<file path="src/rtl/product_divider.sv">
// product_divider: 32/16 unsigned restoring divider, one quotient bit per clock.
module product_divider (
  input  logic        clk,
  input  logic        rst,
  input  logic        start,
  input  logic [31:0] dividend,
  input  logic [15:0] divisor,
  output logic [31:0] quotient,
  output logic [15:0] remainder,
  output logic        busy,
  output logic        done,
  output logic        div_by_zero
);
  typedef enum logic [1:0] {IDLE, DIV, DONE} state_t;
  state_t      r_state, w_next;
  logic [31:0] r_q;
  logic [15:0] r_rem, r_div, w_diff;
  logic [4:0]  r_cnt;
  logic        r_dbz, w_accept, w_zero, w_ge;
  logic [16:0] w_sh;
  always_comb begin
    w_accept = start && r_state != DIV;
    w_zero   = divisor == 16'd0;
    w_next   = w_accept ? (w_zero ? DONE : DIV) :
               r_state == DIV ? (r_cnt == 5'd31 ? DONE : DIV) : IDLE;
    w_sh     = {r_rem, r_q[31]};
    w_ge     = w_sh >= {1'b0, r_div};
    w_diff   = w_sh[15:0] - r_div;
  end
  always_ff @(posedge clk)
    if (rst) r_state <= IDLE;
    else r_state <= w_next;
  // A zero divisor skips iteration and returns the saturated quotient directly.
  always_ff @(posedge clk)
    if (rst) begin
      r_q   <= '0;
      r_rem <= '0;
      r_div <= '0;
      r_cnt <= '0;
      r_dbz <= 1'b0;
    end else if (w_accept) begin
      r_dbz <= w_zero;
      r_div <= divisor;
      r_cnt <= '0;
      r_q   <= w_zero ? 32'hFFFF_FFFF : dividend;
      r_rem <= w_zero ? dividend[15:0] : 16'd0;
    end else if (r_state == DIV) begin
      r_q   <= {r_q[30:0], w_ge};
      r_rem <= w_ge ? w_diff : w_sh[15:0];
      r_cnt <= r_cnt + 5'd1;
    end
  assign quotient    = r_q;
  assign remainder   = r_rem;
  assign busy        = r_state == DIV;
  assign done        = r_state == DONE;
  assign div_by_zero = r_dbz;
endmodule

</file>
<file path="config.mk">
export PLATFORM = sky130hd
export DESIGN_NAME = product_divider
export DESIGN_NICKNAME = d
export VERILOG_FILES = /design/src/rtl/product_divider.sv
export SDC_FILE = /design/constraint.sdc
export NUM_CORES = 1
export LEC_CHECK = 0
export ABC_AREA = 1
export CORE_MARGIN = 2
export CORE_UTILIZATION = 31
export DETAILED_ROUTE_END_ITERATION = 10
export PLACE_DENSITY = 0.51
export SYNTH_ARGS = -nofsm -noshare
export SYNTH_HDL_FRONTEND = slang
export SYNTH_SLANG_ARGS = --single-unit
</file>
<file path="constraint.sdc">
create_clock -name clk -period 4.5 [get_ports clk]
set_input_delay 0.9 -clock clk [delete_from_list [all_inputs] [get_ports clk]]
set_output_delay 0.9 -clock clk [all_outputs]
set_load 0.05 [all_outputs]
</file>
Word level (Yosys, flattened, before mapping)
Cells that the tools add are included.
{ "totals": {"word_cells": 28, "reg_bits": 72, "output_inout_bits": 51} }
{ "classes": {"n_reduce_logical": 4, "mux": 11, "add_sub_neg": 2, "order_cmp": 1, "n_eq_ne": 4} }
{ "ops": {"columns": ["cell", "count"], "rows": [
  ["$mux 32", 3],
  ["$mux 16", 4],
  ["$ge 17x16->1", 1],
  ["$logic_not 16->1", 1],
  ["$sub 16x16->16", 1],
  ["$mux 2", 4],
  ["$add 5x1->5 const B", 1],
  ["$eq 5x5->1 const B", 1],
  ["$eq 2x1->1 const B", 1],
  ["$eq 2x2->1 const B", 1],
  ["$ne 2x1->1 const B", 1],
  ["$reduce_bool 2->1", 1],
  ["$reduce_or 2->1", 1],
  ["$logic_and 1x1->1", 1]
]} }

Longest topological paths before layout
{ "logic_depth": {"depth_word": 4, "depth_mapped": 14, "ltp_nobuf": 14} }

Worst setup path after synthesis
Ideal clock, no wire load.
{ "synth_path": {"kind": "reg-to-reg", "from": "register r_q[31] (netlist: quotient[31])", "to": "register r_rem[14] (netlist: remainder[14])", "t_required_ns": 4.380, "setup_ns": 0.120, "slack_ns": 2.273, "path_stages_with_launch": 14, "path_buffers": 0, "arrival_time_ns": 2.107, "path_cell_list": "dfxtp_1 -> inv_1 -> ha_1 -> fa_1 -> inv_1 -> nand3_1 -> nand3_1 -> nand2_1 -> nand2_1 -> nand2_1 -> nand3_1 -> nand3_1 -> nand2_1 -> a21oi_1"} }
{ "synth_between": {"elab_chain_len": 4, "elab_cells_between_ends": 5, "cone_classes": "add/sub: 1; order compare: 1; mux: 3"} }
{ "synth_rtl": {"columns": ["element", "line", "source"], "rows": [
  ["start: declaration", "16", "logic [31:0] r_q;"],
  ["start signal: assignment", "45", "r_q <= w_zero ? 32'hFFFF_FFFF : dividend;"],
  ["start signal: assignment", "48", "r_q <= {r_q[30:0], w_ge};"],
  ["$sub 16x16->16 / $ge 17x16->1 (equally long branches)", "28, 27", null],
  ["$mux 16 *", "49", "r_rem <= w_ge ? w_diff : w_sh[15:0];"],
  ["$mux 16 *", "47", "end else if (r_state == DIV) begin"],
  ["$mux 16 *", "41", "end else if (w_accept) begin"],
  ["end signal: assignment", "46", "r_rem <= w_zero ? dividend[15:0] : 16'd0;"],
  ["end signal: assignment", "49", null],
  ["end: declaration", "17", "logic [15:0] r_rem, r_div, w_diff;"]
]} }
Every way passes the cells marked *; elsewhere a longest branch is shown, timed or not. The select of a mux whose other input is x is not followed.
A chain may end at the register's enable or synchronous reset.

Worst setup path after layout
{ "layout_path": {"from": "register r_state[0]", "to": "output port busy"} }
{ "layout_between": {"elab_chain_len": 1} }
{ "layout_rtl": {"columns": ["element", "line", "source"], "rows": [
  ["start: declaration", "15", "state_t r_state, w_next;"],
  ["start signal: assignment", "32", "else r_state <= w_next;"],
  ["$eq 2x1->1", "54", "assign busy = r_state == DIV;"],
  ["end: declaration", "10", "output logic busy,"]
]} }
No other way between the ends.

==> metrics.md <==
| Metric | Value |
|---|---|
| IO buf count | 101 |
| Register area | 0.00144 mm² |
| Clock Sink Count | 72 |
| Clock transition at the registers of the reported paths | 0.06 ns |
| # rows | 43 |
| Die width | 123 µm |
| Routability cong. | 0.860 |
| Setup Crit Path Kind | flip-flop to output port |
| # Post-CTS Setup Buffers | 0 |
| Nets@finish | 835 |
| Resized cells post-CTS | 0 |
| Status | finished, final reports clean |
| Post-synth cell types | 33 |
| EDFF count, synth | 0 |
| CP max FO | 32 |
| Hold-fix buffers at CTS | 0 |
| Ports | 102 |
| Final Skew | 0.00822 ns |
| Core footprint | 0.0139 mm² |
| LEAKAGE | 2.56 nW |
| CTS Root Cell | clkbuf_16 |
| Gate Count Post-Synth | 681 |
| Peak Freq | 306 MHz |
| Grt total ovfl | 0 |
| DRT iter0 DRCs | 286 |
| Min Tclk post-route | 3.26 ns |
| Chip Height | 123 µm |
| Routed Antenna Nets | 0 |
| HPWL after detailed placement | 9.81 mm |
| Initial core utilization | 31.7% |
| Async SR Flop Fraction | 0% |
| Sequential fraction of the synthesis area | 32.8% |
| Slew HR | 26.8% |
| CP Capture Type | output port |
| Pin count of the biggest net entering global routing | 55 |
| Number of inserted diodes | 0 |
| Growth of design area from synthesis to finish | 31.3% |
| Die area | 0.0151 mm² |
| Net Count, Synth | 751 |
| First-pass GRT wire length | 21.3 mm |
| Vias per inst | 4.90 |
| DRT Wirelength | 13.4 mm |
| Mean Syn Cell Area | 6.45 µm² |
| RSZ-0062 raised after global routing | no |
| Gr usage total | 18.1% |
| Synthesized area | 0.00440 mm² |
| CP Launch Type | flip-flop |
| Max-cap violation count | 0 |
| Hold Crit Class | flip-flop to flip-flop |
| CTS Buf Count | 9 |
| Final Max Slew Viols | 0 |
| Endpoints failing setup | 0 |
| Number of global-route vias before repair | 4127 |
| #FFs+latches synth | 72 |
| Main synth FF type | dfxtp_1 |
| PD cells | 470 mW/mm² |
| WP data required | 3.60 ns |
| Fin crit share | 72.5% |
| Multi-input gate area | 0.00245 mm² |
| Wire per inst | 14.1 µm |
| Longest Clk Path Bufs | 2 |
| Initial antenna violation count | 0 |
| DRC | 0 |
| Layout cell share with drive strength beyond 1 | 4.94% |
| Total number of vias | 4648 |
| Setup_tns | 0 ns |
| Htree depth | 3 |
| Worst EP arrival | 2.36 ns |
| WHS | 0.458 ns |
| Drt first pass iters | 4 |
| Synth warn | 0 |
| Fin. Hold Viols | 0 |
| Later-pin clock latency in the skew report | 0.34 ns |
| Worst vdd ir | 166 µV |
| TritonCTS clock tree | done |
| Worst Tran Pin Value | 1.10 ns |
| Filler Cell Count | 1505 |
==> placed cells by master (no fill, tap or decap), drive strengths merged <==
cell type and instances:
a21oi 87, nand4 5, ha 18, or2 1
nor3 7, buf 4, o2111ai 1, o21ai 72
clkinvlp 2, xor2 3, o221ai 1, clkbuf 10
nand3b 11, fa 1, xnor2 5, clkinv 3
nand3 40, dfxtp 72, nor2 38, o21bai 1
a22oi 1, and2 1, clkdlybuf4s50 101, inv 92
nand2 192
==> path summary, 6_finish.rpt <==
path | start | to | slack, ns | depth (start not counted)
setup reg to reg | r_state[1]$_SDFF_PP0_ | remainder[2]$_SDFFE_PP0P_ | 1.81 | 8
setup / recovery | r_state[0]$_SDFF_PP0_ | busy | 1.24 | 3
hold reg to reg | r_div[7]$_SDFFE_PP0P_ | r_div[7]$_SDFFE_PP0P_ | 0.46 | 2
hold / removal | r_div[7]$_SDFFE_PP0P_ | r_div[7]$_SDFFE_PP0P_ | 0.46 | 2
==> state kept, by name (all words and copies together), names as in the netlist <==
register / count
div_by_zero: 1
quotient: 32
r_cnt: 5
r_div: 16
r_state: 2
remainder: 16
==> Yosys cell counts, drive strengths merged (3+ instances only) <==
cell	instances	share of area, %
nor2	38	3.7
xnor2	5	1.0
nand3b	11	1.9
clkbuf	16	1.4
nand4	5	0.71
inv	92	7.9
nand3	40	4.7
o21ai	72	8.2
nor3	7	1.1
a21oi	87	10
buf	16	2.5
nand2	192	17
xor2	3	0.60
dfxtp	72	33
ha	18	5.1
==> report_power, final <==
part           leakage [nW]  total, mW  internal (mW)  switching [mW]
clock network         0.130      0.670          0.384           0.286
logic                  1.83       1.27          0.448           0.821
registers             0.595      0.774          0.708          0.0657
==> area by class of cell <==
class / count / area share [%]
clock inverter: 5 / 0.585
clock buffer: 10 / 4.14
multi-input combinational: 485 / 42.4
inverter: 92 / 5.98
sequential: 72 / 25.0
tap: 180 / 3.90
timing repair buffer: 105 / 18.0
==> layer usage <==
metal / routed length (µm) / global-route usage (%) / vias to the layer above
met5: 0 / 0 / -
met4: 149 / 4.90 / 0
met3: 729 / 3.55 / 11
met2: 6020 / 27.7 / 128
met1: 6490 / 25.8 / 2145
li1: - / - / 2364
==> kinds of logic after synthesis <==
logic type / Yosys count / synth area share [%]
simple gates: 295 / 29.3
compound gates: 163 / 19.0
buf+inv: 124 / 11.7
flops: 72 / 32.8
fa+ha+maj: 19 / 5.58
xor+xnor: 8 / 1.59
==> through the flow <==
stage / power, mW / instances / instance area (µm²) / setup WS [ns] / utilization, %
5_1_grt: 2.92 / 949 / 5770 / 1.13 / 41.6
2_1_floorplan: 1.72 / 681 / 4400 / 2.27 / -
3_5_place_dp: 2.06 / 934 / 5500 / 1.33 / 39.6
3_3_place_gp: 2.05 / 934 / 5500 / 1.37 / 39.6
6_report: 2.71 / 949 / 5770 / 1.24 / 41.6
4_1_cts: 2.74 / 949 / 5770 / 1.22 / 41.6
==> critical path, cell delays in order (launching register included) <==
cell             delay, ns
dfxtp_1               0.34
nand2_2               0.21
inv_2                 0.54
clkdlybuf4s50_1       0.92
Note: power is estimated with default switching activity, not from simulation.
